### src/rtl/tracker_sequencer_if.sv
// Bus between the tracker sequencer, the ADC front end and the servo drivers.
// master: host/ADC side driving requests and samples; slave: the sequencer.
interface tracker_sequencer_if #(
  parameter int unsigned DATA_W = 12
);
  logic              start;
  logic              abort;
  logic              sample_valid;
  logic [DATA_W-1:0] ldr_a;
  logic [DATA_W-1:0] ldr_b;
  logic [DATA_W-1:0] ldr_c;
  logic [DATA_W-1:0] ldr_d;
  logic [1:0]        frame_dir;
  logic [1:0]        panel_dir;
  logic              busy;
  logic              done;
  logic              err;
  logic [2:0]        state;

  modport master (
    output start, abort, sample_valid, ldr_a, ldr_b, ldr_c, ldr_d,
    input  frame_dir, panel_dir, busy, done, err, state
  );

  modport slave (
    input  start, abort, sample_valid, ldr_a, ldr_b, ldr_c, ldr_d,
    output frame_dir, panel_dir, busy, done, err, state
  );
endinterface

### src/rtl/tracker_sequencer.sv
// Sun-tracking sequencer: aligns the frame (azimuth) axis, then the panel
// (elevation) axis, by timed move/settle steps driven from LDR pair differences.
// Optional macro AUTO_RETRACK_EN: restart tracking after RETRACK_CYC idle cycles
// once at least one tracking cycle has completed.
module tracker_sequencer #(
  parameter int unsigned DATA_W      = 12,
  parameter int unsigned DEADBAND    = 16,
  parameter int unsigned MOVE_CYC    = 1000000,
  parameter int unsigned SETTLE_CYC  = 5000000,
  parameter int unsigned MAX_STEPS   = 255,
  parameter int unsigned RETRACK_CYC = 500000000
) (
  input logic                clk,
  input logic                rst,
  tracker_sequencer_if.slave bus
);

  localparam int unsigned DIFF_W  = DATA_W + 1;
  localparam int unsigned CYC_MAX = (MOVE_CYC > SETTLE_CYC) ? MOVE_CYC : SETTLE_CYC;
  localparam int unsigned CYC_W   = $clog2(CYC_MAX + 1);
  localparam int unsigned STEP_W  = $clog2(MAX_STEPS + 1);

  localparam logic [1:0] DIR_STOP = 2'b00;
  localparam logic [1:0] DIR_CW   = 2'b01;
  localparam logic [1:0] DIR_CCW  = 2'b10;

  localparam logic signed [DIFF_W-1:0] DB_POS = DIFF_W'(DEADBAND);
  localparam logic signed [DIFF_W-1:0] DB_NEG = -DB_POS;

  typedef enum logic [2:0] {
    S_IDLE   = 3'd0,
    S_SAMP_F = 3'd1,
    S_MOVE_F = 3'd2,
    S_SETL_F = 3'd3,
    S_SAMP_P = 3'd4,
    S_MOVE_P = 3'd5,
    S_SETL_P = 3'd6,
    S_FIN    = 3'd7
  } state_t;

  state_t             state_q, state_d;
  logic [CYC_W-1:0]   cyc_q, cyc_d;
  logic [STEP_W-1:0]  step_q, step_d;
  logic [1:0]         code_q, code_d;
  logic               err_q, err_d;
  logic [1:0]         frame_dir_q, frame_dir_d;
  logic [1:0]         panel_dir_q, panel_dir_d;
  logic               busy_q, busy_d;
  logic               done_q, done_d;
  logic               retrack_go;

  logic signed [DIFF_W-1:0] diff_f, diff_p, diff_sel;

  // Signed sensor differences; one extra bit makes overflow impossible.
  assign diff_f   = $signed({1'b0, bus.ldr_a}) - $signed({1'b0, bus.ldr_b});
  assign diff_p   = $signed({1'b0, bus.ldr_c}) - $signed({1'b0, bus.ldr_d});
  assign diff_sel = (state_q == S_SAMP_P) ? diff_p : diff_f;

`ifdef AUTO_RETRACK_EN
  localparam int unsigned RT_W = $clog2(RETRACK_CYC + 1);

  logic [RT_W-1:0] idle_cnt_q;
  logic            armed_q;

  // Idle timer, armed by the first completed tracking cycle.
  always_ff @(posedge clk or posedge rst) begin
    if (rst) begin
      idle_cnt_q <= '0;
      armed_q    <= 1'b0;
    end else begin
      if (state_q == S_FIN) armed_q <= 1'b1;
      if (bus.start || bus.abort || retrack_go || state_q != S_IDLE) begin
        idle_cnt_q <= '0;
      end else if (armed_q) begin
        idle_cnt_q <= idle_cnt_q + RT_W'(1);
      end
    end
  end

  assign retrack_go = armed_q && (state_q == S_IDLE) &&
                      (idle_cnt_q == RT_W'(RETRACK_CYC - 1));
`else
  logic unused_retrack;
  assign retrack_go     = 1'b0;
  assign unused_retrack = ^RETRACK_CYC;
`endif

  // State and registered outputs.
  always_ff @(posedge clk or posedge rst) begin
    if (rst) begin
      state_q     <= S_IDLE;
      cyc_q       <= '0;
      step_q      <= '0;
      code_q      <= DIR_STOP;
      err_q       <= 1'b0;
      frame_dir_q <= DIR_STOP;
      panel_dir_q <= DIR_STOP;
      busy_q      <= 1'b0;
      done_q      <= 1'b0;
    end else begin
      state_q     <= state_d;
      cyc_q       <= cyc_d;
      step_q      <= step_d;
      code_q      <= code_d;
      err_q       <= err_d;
      frame_dir_q <= frame_dir_d;
      panel_dir_q <= panel_dir_d;
      busy_q      <= busy_d;
      done_q      <= done_d;
    end
  end

  // Next-state sequencing and next output values.
  always_comb begin
    state_d = state_q;
    cyc_d   = cyc_q;
    step_d  = step_q;
    code_d  = code_q;
    err_d   = err_q;

    case (state_q)
      S_IDLE: begin
        if (bus.start || retrack_go) begin
          state_d = S_SAMP_F;
          cyc_d   = '0;
          step_d  = '0;
          err_d   = 1'b0;
        end
      end
      S_SAMP_F, S_SAMP_P: begin
        if (bus.sample_valid) begin
          if (diff_sel > DB_POS || diff_sel < DB_NEG) begin
            state_d = (state_q == S_SAMP_F) ? S_MOVE_F : S_MOVE_P;
            code_d  = (diff_sel > DB_POS) ? DIR_CW : DIR_CCW;
            cyc_d   = '0;
            step_d  = step_q + STEP_W'(1);
          end else if (state_q == S_SAMP_F) begin
            state_d = S_SAMP_P;
            step_d  = '0;
          end else begin
            state_d = S_FIN;
          end
        end
      end
      S_MOVE_F, S_MOVE_P: begin
        if (cyc_q == CYC_W'(MOVE_CYC - 1)) begin
          cyc_d   = '0;
          state_d = (state_q == S_MOVE_F) ? S_SETL_F : S_SETL_P;
        end else begin
          cyc_d = cyc_q + CYC_W'(1);
        end
      end
      S_SETL_F, S_SETL_P: begin
        if (cyc_q == CYC_W'(SETTLE_CYC - 1)) begin
          cyc_d = '0;
          if (step_q == STEP_W'(MAX_STEPS)) begin
            err_d = 1'b1;
            if (state_q == S_SETL_F) begin
              state_d = S_SAMP_P;
              step_d  = '0;
            end else begin
              state_d = S_FIN;
            end
          end else begin
            state_d = (state_q == S_SETL_F) ? S_SAMP_F : S_SAMP_P;
          end
        end else begin
          cyc_d = cyc_q + CYC_W'(1);
        end
      end
      S_FIN: begin
        state_d = S_IDLE;
      end
      default: begin
        state_d = S_IDLE;
      end
    endcase

    if (bus.abort) begin
      state_d = S_IDLE;
      cyc_d   = '0;
    end

    frame_dir_d = (state_d == S_MOVE_F) ? code_d : DIR_STOP;
    panel_dir_d = (state_d == S_MOVE_P) ? code_d : DIR_STOP;
    busy_d      = (state_d != S_IDLE);
    done_d      = (state_d == S_FIN);
  end

  assign bus.frame_dir = frame_dir_q;
  assign bus.panel_dir = panel_dir_q;
  assign bus.busy      = busy_q;
  assign bus.done      = done_q;
  assign bus.err       = err_q;
  assign bus.state     = state_q;

endmodule

### src/flat_wrapper.sv
// flat-port wrapper written by rule: the top's interface ports become plain ports
module tracker_sequencer_flat 
#(
  parameter int unsigned DATA_W      = 12,
  parameter int unsigned DEADBAND    = 16,
  parameter int unsigned MOVE_CYC    = 1000000,
  parameter int unsigned SETTLE_CYC  = 5000000,
  parameter int unsigned MAX_STEPS   = 255,
  parameter int unsigned RETRACK_CYC = 500000000
)
  (clk, rst, bus_start, bus_abort, bus_sample_valid, bus_ldr_a, bus_ldr_b, bus_ldr_c, bus_ldr_d, bus_frame_dir, bus_panel_dir, bus_busy, bus_done, bus_err, bus_state);
  tracker_sequencer_if #(.DATA_W(DATA_W)) bus_i ();
  input logic clk;
  input logic rst;
  input wire logic [$bits(bus_i.start)-1:0] bus_start;
  input wire logic [$bits(bus_i.abort)-1:0] bus_abort;
  input wire logic [$bits(bus_i.sample_valid)-1:0] bus_sample_valid;
  input wire logic [$bits(bus_i.ldr_a)-1:0] bus_ldr_a;
  input wire logic [$bits(bus_i.ldr_b)-1:0] bus_ldr_b;
  input wire logic [$bits(bus_i.ldr_c)-1:0] bus_ldr_c;
  input wire logic [$bits(bus_i.ldr_d)-1:0] bus_ldr_d;
  output wire logic [$bits(bus_i.frame_dir)-1:0] bus_frame_dir;
  output wire logic [$bits(bus_i.panel_dir)-1:0] bus_panel_dir;
  output wire logic [$bits(bus_i.busy)-1:0] bus_busy;
  output wire logic [$bits(bus_i.done)-1:0] bus_done;
  output wire logic [$bits(bus_i.err)-1:0] bus_err;
  output wire logic [$bits(bus_i.state)-1:0] bus_state;
  assign bus_i.start = bus_start;
  assign bus_i.abort = bus_abort;
  assign bus_i.sample_valid = bus_sample_valid;
  assign bus_i.ldr_a = bus_ldr_a;
  assign bus_i.ldr_b = bus_ldr_b;
  assign bus_i.ldr_c = bus_ldr_c;
  assign bus_i.ldr_d = bus_ldr_d;
  assign bus_frame_dir = bus_i.frame_dir;
  assign bus_panel_dir = bus_i.panel_dir;
  assign bus_busy = bus_i.busy;
  assign bus_done = bus_i.done;
  assign bus_err = bus_i.err;
  assign bus_state = bus_i.state;
  tracker_sequencer #(.DATA_W(DATA_W), .DEADBAND(DEADBAND), .MOVE_CYC(MOVE_CYC), .SETTLE_CYC(SETTLE_CYC), .MAX_STEPS(MAX_STEPS), .RETRACK_CYC(RETRACK_CYC)) u_core (.clk(clk), .rst(rst), .bus(bus_i));
endmodule
### config.mk
export PLATFORM = sky130hd
export DESIGN_NAME = tracker_sequencer_flat
export DESIGN_NICKNAME = d
export VERILOG_FILES = /design/src/rtl/tracker_sequencer_if.sv /design/src/rtl/tracker_sequencer.sv /design/src/flat_wrapper.sv
export SDC_FILE = /design/constraint.sdc
export NUM_CORES = 1
export LEC_CHECK = 0
export BUFFER_PORTS_ARGS = -buffer_cell sky130_fd_sc_hd__clkbuf_2
export CORE_ASPECT_RATIO = 0.75
export CORE_MARGIN = 5
export CORE_UTILIZATION = 50
export CTS_CLUSTER_SIZE = 8
export DETAILED_ROUTE_END_ITERATION = 7
export PLACE_DENSITY = 0.72
export SETUP_SLACK_MARGIN = 0.05
export SLEW_MARGIN = 15
export SYNTH_ARGS = -nofsm -noshare
export SYNTH_HDL_FRONTEND = slang
export SYNTH_SLANG_ARGS = --single-unit
### constraint.sdc
create_clock -name clk -period 4.3 [get_ports clk]
set_input_delay 0.43 -clock clk [delete_from_list [all_inputs] [get_ports clk]]
set_output_delay 0.43 -clock clk [all_outputs]
set_load 0.02 [all_outputs]
Yosys cells after proc, flatten, opt, wreduce, memory -nomap -nowiden. Cells that the tools add are included. W data, S select, Z words.

Add/sub/neg operators: 4. $lt $le $gt $ge: 2. Equality and inequality tests: 22. Muxes and demuxes: 39. Reduce and logical (&&, ||, !) cells: 12.

Operators by type and width (count): $mux W23 (6); $pmux W23 S4 (1); $mux W8 (7); $mux W3 (10); $sub A12 B12 Y13 (2); $pmux W8 S3 (1); $add A23 B1 Y23 const B (1); $eq A23 B20 Y1 const B (1); $eq A23 B23 Y1 const B (1); $eq A3 B3 Y1 const B (6); $mux W2 (8); $pmux W3 S5 (1); $gt A13 B6 Y1 const B (1); $lt A13 B5 Y1 const B (1); $mux W13 (1); $eq A3 B2 Y1 const B (3); $add A8 B1 Y8 const B (1); $eq A8 B8 Y1 const B (1); $reduce_and A4 Y1 (2); $reduce_and A7 Y1 (1); $ne A2 B1 Y1 const B (3); $ne A3 B3 Y1 const B (2); $reduce_bool A3 Y1 (2); $reduce_or A2 Y1 (3); 10 further kinds (13).

Register bits: 43. Input bits: 53. Output and inout port bits: 10. Word-level logic and storage cells: 88.

Logic depth before layout (Yosys ltp). Gate-level depths: netlist (run 1).

Depth after elaboration: 10. Depth in mapped cells: 21. Gate-level depth less buffers: 20.

Least setup slack after synthesis (run 1). No wires, ideal clock.

Path type: input-to-reg. Start point: input bus_ldr_a[0]. End point: register u_core.frame_dir_q[1] (netlist: u_core.bus.frame_dir[1]). Setup time: 0.073 ns. Arrival: 4.005 ns. Required time: 4.227 ns. Slack: 0.222 ns. Stages on the path: 21. Path buffers: 1. Path through: inv_1 ha_1 fa_1 nor2b_4 o2111ai_4 nand4b_1 a31oi_1 o32ai_2 or4b_1 nor4_1 o21ba_2 buf_6 ha_1 nor3_1 a21oi_1 o32ai_1 o21ai_0 or3_1 inv_1 nand3_1 nor2_1.

Cells in the longest elaborated chain, start to end: 10. Elaborated cells between the ends (all ways): 15. Those cells by class: add/sub (1); order compare (2); eq/ne (1); mux (10); reduce/logical (1).

RTL lines: start: declaration (RTL line flat_wrapper.sv:18) `input wire logic [$bits(bus_i.ldr_a)-1:0] bus_ldr_a;`; $sub A12 B12 Y13 * (RTL line tracker_sequencer.sv:55) `assign diff_f = $signed({1'b0, bus.ldr_a}) - $signed({1'b0, bus.ldr_b});`; $mux W13 * (RTL line tracker_sequencer.sv:57) `assign diff_sel = (state_q == S_SAMP_P) ? diff_p : diff_f;`; $gt A13 B6 Y1 or $lt A13 B5 Y1 (tied branches) (RTL line tracker_sequencer.sv:132) `if (diff_sel > DB_POS || diff_sel < DB_NEG) begin`; $logic_or A1 B1 Y1 * (RTL line tracker_sequencer.sv:132); $mux W3 * (RTL line tracker_sequencer.sv:132); $mux W3 * (RTL line tracker_sequencer.sv:131) `if (bus.sample_valid) begin`; $pmux W3 S5 * (RTL line tracker_sequencer.sv:121) `case (state_q)`; $mux W3 * (RTL line tracker_sequencer.sv:179) `if (bus.abort) begin`; named net u_core.state_d[1] (RTL line tracker_sequencer.sv:41) `state_t state_q, state_d;`; $eq A3 B2 Y1 * (RTL line tracker_sequencer.sv:184) `frame_dir_d = (state_d == S_MOVE_F) ? code_d : DIR_STOP;`; $mux W2 * (RTL line tracker_sequencer.sv:184); named net u_core.frame_dir_d[1] (RTL line tracker_sequencer.sv:46) `logic [1:0] frame_dir_q, frame_dir_d;`; end signal: assignment (RTL line tracker_sequencer.sv:106) `frame_dir_q <= frame_dir_d;`; end: declaration (RTL line tracker_sequencer.sv:46).

The timed path passes the listed nets; every way through them passes the cells marked *. A chain may end at the register's enable or synchronous reset.

Worst setup path after layout (run 1).
Start point: input bus_ldr_d[2]. End point: register u_core.frame_dir_q[0] (netlist: u_core.bus.frame_dir[0]).

Cells in the longest elaborated chain, start to end: 10. Elaborated cells between the ends (all ways): 15. Those cells by class: add/sub (1); order compare (2); eq/ne (1); mux (10); reduce/logical (1).

RTL lines: start: declaration (RTL line flat_wrapper.sv:21) `input wire logic [$bits(bus_i.ldr_d)-1:0] bus_ldr_d;`; $sub A12 B12 Y13 * (RTL line tracker_sequencer.sv:56) `assign diff_p = $signed({1'b0, bus.ldr_c}) - $signed({1'b0, bus.ldr_d});`; $mux W13 * (RTL line tracker_sequencer.sv:57); $gt A13 B6 Y1 or $lt A13 B5 Y1 (tied branches) (RTL line tracker_sequencer.sv:132); $logic_or A1 B1 Y1 * (RTL line tracker_sequencer.sv:132); $mux W3 * (RTL line tracker_sequencer.sv:132); $mux W3 * (RTL line tracker_sequencer.sv:131); $pmux W3 S5 * (RTL line tracker_sequencer.sv:121); $mux W3 * (RTL line tracker_sequencer.sv:179); named net u_core.state_d[1] (RTL line tracker_sequencer.sv:41); $eq A3 B2 Y1 * (RTL line tracker_sequencer.sv:184); $mux W2 * (RTL line tracker_sequencer.sv:184); named net u_core.frame_dir_d[0] (RTL line tracker_sequencer.sv:46).

Marks and branches as above.

==> flow_summary.toml, run 1 <==
[outcome]
status = "complete, no violations"

[sta]
max_freq_ghz = 0.249
grt_setup_unrepaired = "false"
hold_viol = 0
finalMaxSlewViolations = 0
fin_crit_sh_pct = 93.3
tightest_slew_ps = 917
slew_headroom_pct = 38.9
clock_skew_ps = 4.85
post-route-min-period_ps = 4010
finalSetupViolCount = 0

[pwr]
p_int_mw = 0.686
swShare_pct = 33.4
p_clk_share_pct = 25.5
total_power_mw = 1.03
comb_power_share_pct = 33.4
sequentialPowerShare_pct = 41.1
cellLeakagePower_nw = 2.08
p_switching_mw = 0.343
peakVddDrop_mv = 0.172
power_density_mw_per_mm2 = 227

[die]
dieArea_mm2 = 0.00983
initial_core_util_pct = 50.8
pin_count = 63
dieWidth_um = 113
die_h_um = 87.1
core_mm2 = 0.00781
rows = 28

[yosys]
syn-num-nets = 581
synthCells = 497
yosys_register_bits = 43
syn_area_mm2 = 0.00397
synth_warnings = 0
yosys_most_used_dff = "dfrtp_1"
synth_cell_type_count = 67
postSynth.asyncResetShare_pct = 100
synth.avg_cell_area_um2 = 7.98
synth_edf_count = 0
ys_seq_area_share_pct = 27.1

[clock_network]
path_clk_slew_ps = 80
cts_sinks = 43
post_cts_buffers = 0
cts_tree = "built"
htree_levels = 2
numCtsBuffers = 5
hold_buffers = 0
clock_latency_ps = 290
clock_path_buffers = 2
cts-root-buf = "clkbuf_8"

[worst_setup_path]
regToRegEndpoint = "u_core.bus.frame_dir[0]"
reg2reg_slack_ps = 470
end_kind = "flip-flop"
worstPathArrival_ps = 4230
required_ps = 4520
reg2reg_from = "u_core.bus.state[0]"
critPathKind = "input port to flip-flop"
r2r_cells = 16
path_max_fanout = 3
crit_path_start_kind = "input port"

[place]
gp_congestion = 0.966
port_buffers = 62
place_hpwl_mm = 7.99

[global_route]
grt_max_degree = 44
grt_usage_pct = 21.2
overflow = 0
antenna_found_initial = 0
grt_pass1_vias = 3729
grt_pass1_wl_mm = 17.4

[finish]
layout_commonest_cell = "clkbuf_2"
finalNetCount = 646
drive_gt1_share_pct = 18.3
final_cell_mix = "clkbuf_2 (62), inv_1 (49), dfrtp_1 (43)"
area_growth_pct = 14.5
diodes = 0
final_util_pct = 58.1

[drt]
wl_per_cell_um = 15.4
firstDrtPassIters = 5
first_iter_violations = 347
post_drt_via_cell_ratio = 6.05
wl_mm = 10.3
antenna_left = 0
vias = 4035
m1WireLength_mm = 5.21
drcViolationCount = 0
wl_met2_mm = 4.19
wl_met3_um = 751
top_layer_used = "met4"

[run]
drv_cap = 0

[min_path]
hp-class = "input port to asynchronous set/reset pin"
## power groups by stage
stage	combinational, mW	sequential [mW]	clock [mW]
final	0.344	0.423	0.263
after global routing	0.381	0.425	0.287
after CTS	0.337	0.423	0.268
after detailed placement	0.335	0.431	0
after global placement	0.326	0.430	0
after floorplan	0.233	0.432	0
## stage by stage
stage | instance area (um2) | setup WS, ps | hold WS [ps] | std cells | setup TNS [ps]
4_1_cts | 4520 | 270 | 277 | 667 | 0
2_1_floorplan | 3970 | 222 | 457 | 497 | 0
5_1_grt | 4540 | 61.6 | 308 | 667 | 0
3_5_place_dp | 4440 | -36.8 | 495 | 660 | -62.8
3_3_place_gp | 4440 | 91.2 | 483 | 660 | 0
6_report | 4540 | 289 | 245 | 667 | 0
## timing repair
item                                    in CTS  in global routing
hold endpoints to repair                     0                  0
gates resized for setup                      0                  5
endpoints found under the setup margin       0                  2
## layer usage
metal	track usage, %	up-vias
met4	3.71	0
li1	-	1968
met1	32.6	1905
met2	31.4	149
met5	0	-
met3	3.89	13
## worst max-delay path by stage
stage	start	endpoint	slack, ps	depth (start not counted)
floorplan	bus_ldr_a[0]	u_core.bus.frame_dir[1]	220	21
global placement	bus_ldr_a[0]	u_core.bus.frame_dir[1]	90	21
detailed placement	bus_ldr_a[0]	u_core.bus.frame_dir[1]	-40	21
CTS	bus_ldr_a[0]	u_core.bus.frame_dir[1]	270	21
global route	bus_ldr_a[0]	u_core.bus.frame_dir[1]	60	21
finish	bus_ldr_d[2]	u_core.bus.frame_dir[0]	290	21
## flip-flops by register name (all words and copies together), names as in the netlist
signal / cells
u_core.bus.frame_dir: 2
u_core.step_q: 8
u_core.cyc_q: 23
u_core.bus.err: 1
u_core.bus.busy: 1
u_core.code_q: 2
u_core.bus.panel_dir: 2
u_core.bus.done: 1
u_core.bus.state: 3
## worst max-delay path, cell delays in order
cell and delay [ps]:
clkbuf_2 70, inv_1 30, ha_1 290, buf_4 140
o211ai_1 160, a21oi_1 90, o21ai_0 260, o221ai_1 250
nor3_1 450, nand4_1 210, nor4_1 250, o21ba_2 200
ha_1 280, nor3_1 140, a21oi_1 60, o32ai_1 140
o21ai_1 120, or3_4 350, inv_1 70, nand3_1 90
nor2_1 120
## cells by family (layout without fill, tap and decap cells)
family / Yosys count / in the layout / share of synthesized area (%)
AOI/OAI and AO/OA: 157 / 157 / 28.1
xor gates and xnor gates: 11 / 11 / 2.43
adders and majority gates: 31 / 31 / 10.2
DFF: 43 / 43 / 27.1
and+or+nand+nor: 180 / 180 / 23.7
buffers and inverters: 69 / 134 / 7.03
muxes: 6 / 6 / 1.51
## cell type report
cell class / count / area (um2)
Clock buffer: 6 / 82.6
Fill cell: 708 / 3270
Tap cell: 105 / 131
Clock inverter: 1 / 5.00
Multi-Input combinational cell: 385 / 2630
Sequential cell: 43 / 1080
Inverter: 49 / 184
Timing Repair Buffer: 78 / 430
## synth_stat cells, types with 3 or more instances
cell | number | area [um2]
a211oi_1 | 18 | 135
a21o_1 | 10 | 75.1
a21oi_1 | 36 | 180
a311oi_1 | 8 | 70.1
a31oi_1 | 9 | 56.3
a32o_1 | 3 | 30.0
and2_1 | 3 | 18.8
and3_1 | 9 | 56.3
and4_1 | 4 | 35.0
buf_2 | 4 | 20.0
clkbuf_1 | 13 | 48.8
dfrtp_1 | 43 | 1080
ha_1 | 29 | 363
inv_1 | 49 | 184
mux2i_1 | 6 | 60.1
nand2_1 | 33 | 124
nand2b_1 | 6 | 37.5
nand3_1 | 23 | 115
nand3b_1 | 6 | 45.0
nand4_1 | 8 | 50.1
nand4b_1 | 3 | 26.3
nor2_1 | 42 | 158
nor2b_1 | 6 | 37.5
nor3_1 | 15 | 75.1
nor4_1 | 6 | 37.5
o211ai_1 | 4 | 30.0
o21a_1 | 13 | 97.6
o21ai_0 | 20 | 100
o31ai_1 | 3 | 22.5
or2_2 | 4 | 25.0
or3_1 | 3 | 18.8
xnor2_1 | 7 | 61.3
xor2_1 | 4 | 35.0
Power figures use the tool's default switching activity.
==> inputs of run 2 (changes only) <==
Settings changed: ABC_AREA set to 1, PLACE_DENSITY 0.72 to 0.71.
==> flow_summary.toml, run 2 <==
[die]
dieArea_mm2 = 0.0107
core_mm2 = 0.00845
dieWidth_um = 118
initial_core_util_pct = 51.4
die_h_um = 90.7
pin_count = 63
rows = 29

[clock_network]
htree_levels = 2
clock_path_buffers = 2
hold_buffers = 0
cts_sinks = 43
cts_tree = "built"
post_cts_buffers = 0
cts_resized = 0
numCtsBuffers = 5
clock_latency_ps = 280
path_clk_slew_ps = 60
cts-root-buf = "clkbuf_16"

[global_route]
grt_pass1_vias = 3965
grt_usage_pct = 19.6
grtUsageMet1_pct = 32.0
busiest_layer = "met1"
overflow = 0
grt_pass1_wl_mm = 18.2
groute.layer.met2.usage_pct = 26.8
met3_usage_pct = 3.76
grt_max_degree = 44
antenna_found_initial = 0

[worst_setup_path]
crit_path_cell_trace = "clkbuf_2 > inv_1 > ha_1 > fa_1 > inv_1 > nand2_1 > nand2_1 > nand3_1 > nand2_1 > nor2_1 > o21ai_0 > inv_1 > nor2_1 > nand3_1 > nand2_2 > nand2_1 > ha_1 > inv_1 > a21oi_1 > o211ai_1 > nand2_1 > nand3_1 > a21oi_1"
path_buf_inv = 5
end_kind = "flip-flop"
reg2reg_slack_ps = 1320
crit_path_start_kind = "input port"
critPathKind = "input port to flip-flop"
reg2reg_from = "u_core.bus.state[0]"
required_ps = 4500
crit_slowest_cell = "fa_1"
critPathTopFamily = "simple AND/OR/NAND/NOR gates"
critPathMaxStageDelay_ps = 400
r2r_cells = 19
cpMostUsedCell = "nand2_1"
regToRegEndpoint = "u_core.bus.panel_dir[0]"
worstSetupPathDepth = 23
crit_path_end = "u_core.bus.panel_dir[0]"
path_max_fanout = 5
worstPathArrival_ps = 3340
crit_path_start = "bus_ldr_a[0]"

[sta]
tightest_slew_ps = 1040
fin_ws_ps = 1160
max_freq_ghz = 0.319
clock_skew_ps = 2.61
slew_headroom_pct = 30.7
post-route-min-period_ps = 3140
grt_setup_unrepaired = "false"
finalSetupViolCount = 0
setup-tns-final_ps = 0
hold_slack_ps = 257
finalMaxSlewViolations = 0
fin_crit_sh_pct = 72.9
hold_viol = 0

[yosys]
yosysTopAreaCell = "dfrtp_1"
synth.avg_cell_area_um2 = 6.18
postSynth.asyncResetShare_pct = 100
syn-num-nets = 787
syn_area_mm2 = 0.00434
synth_top_area_share_pct = 24.8
synth_edf_count = 0
synth.most_common_cell = "nand2_1"
ys_seq_area_share_pct = 24.8
synth_cell_type_count = 38
ys_top_cells_by_area = "dfrtp_1 (25%), nand2_1 (20%), inv_1 (12%), nand3_1 (10%), ha_1 (8.4%)"
synthCells = 703
synth_warnings = 0
yosys_most_used_dff = "dfrtp_1"
synthTopCellsByCount = "nand2_1 (228), inv_1 (134), nand3_1 (87)"
yosys_register_bits = 43

[pwr]
p_int_mw = 0.846
p_clk_share_pct = 33.2
swShare_pct = 34.8
power_density_mw_per_mm2 = 264
sequentialPowerShare_pct = 34.3
comb_power_share_pct = 32.6
cellLeakagePower_nw = 2.83
p_switching_mw = 0.451
peakVddDrop_mv = 0.223

[outcome]
status = "complete, no violations"

[place]
gp_congestion = 0.891
port_buffers = 62
pre_cts_ws_ps = 903
placed_area_mm2 = 0.00475
place_hpwl_mm = 8.37

[finish]
fillers = 801
diodes = 0
drive_gt1_share_pct = 14.1
final_cell_mix = "nand2_1 (228), inv_1 (134), nand3_1 (87)"
finalNetCount = 851
multi_input_area_mm2 = 0.00269
largest_register_ffs = 23
seq_area_mm2 = 0.00108
layout_commonest_cell = "nand2_1"
fin_area_mm2 = 0.00492
top_register = "u_core.cyc_q"
final_util_pct = 58.2
area_growth_pct = 13.2

[drt]
firstDrtPassIters = 4
wl_mm = 10.5
antenna_left = 0
post_drt_via_cell_ratio = 5.15
drcViolationCount = 0
wl_per_cell_um = 11.9
vias = 4510
first_iter_violations = 278

[run]
drv_cap = 0

[min_path]
hp-class = "input port to asynchronous set/reset pin"
-- run 2: metrics by stage --
stage / std cells / total power, mW
after floorplan: 703 / 0.768
after global placement: 868 / 0.862
after detailed placement: 868 / 0.869
after CTS: 876 / 1.30
after global routing: 876 / 1.39
final: 876 / 1.30
-- run 2: cells by family (layout without fill, tap and decap cells) --
| family | Yosys count | after routing | synth area share, % |
|---|---|---|---|
| fa+ha+maj | 31 | 31 | 9.27 |
| buf+inv | 146 | 211 | 13.2 |
| compound gates | 52 | 52 | 7.26 |
| xor+xnor | 7 | 7 | 1.41 |
| flops | 43 | 43 | 24.8 |
| simple gates | 424 | 424 | 44.1 |
-- run 2: final cells by class --
cell class,instances,area share (%)
multi-input cells,514,54.8
flip-flops and latches,43,21.9
inverters,140,10.7
repair buffers,63,6.46
well taps,108,2.75
clock buffers,5,2.54
clock inverters,3,0.891
-- run 2: worst register-to-register path: stages, from the launching register on --
cell and delay [ps]:
dfrtp_1 480, nor2_2 170, nand2_2 220, inv_2 240, nand3_1 100, nand2_1 80, inv_1 40, nor2_1 90
nand3_1 80, nor2_1 90, nand2_1 80, nand2_2 90, nand2_1 130, ha_1 310, inv_1 40, a21oi_1 130
o211ai_1 120, nand2_1 160, nand3_1 120, a21oi_1 140
-- run 2: routing by layer --
layer	vias to the layer above	routed length (um)
li1	2359	-
met1	1994	5660
met2	152	4050
met3	5	715
met4	0	40
met5	-	0
-- run 2: power groups by stage --
stage | Clock (mW) | Sequential (mW) | Combinational, mW
detailed placement | 0 | 0.451 | 0.418
finish | 0.430 | 0.445 | 0.423
floorplan | 0 | 0.455 | 0.313
global route | 0.461 | 0.447 | 0.486
global placement | 0 | 0.451 | 0.411
CTS | 0.437 | 0.444 | 0.421
-- run 2: how the worst min path moves through the flow --
stage / from / endpoint / slack, ps / cells past startpoint
2_1_floorplan: u_core.code_q[0] / u_core.code_q[0] / 460 / 2
3_3_place_gp: u_core.step_q[5] / u_core.step_q[5] / 480 / 2
3_5_place_dp: u_core.cyc_q[3] / u_core.cyc_q[3] / 490 / 2
4_1_cts: rst / u_core.cyc_q[14] / 290 / 3
5_1_grt: rst / u_core.cyc_q[16] / 330 / 3
6_report: rst / u_core.cyc_q[14] / 260 / 3
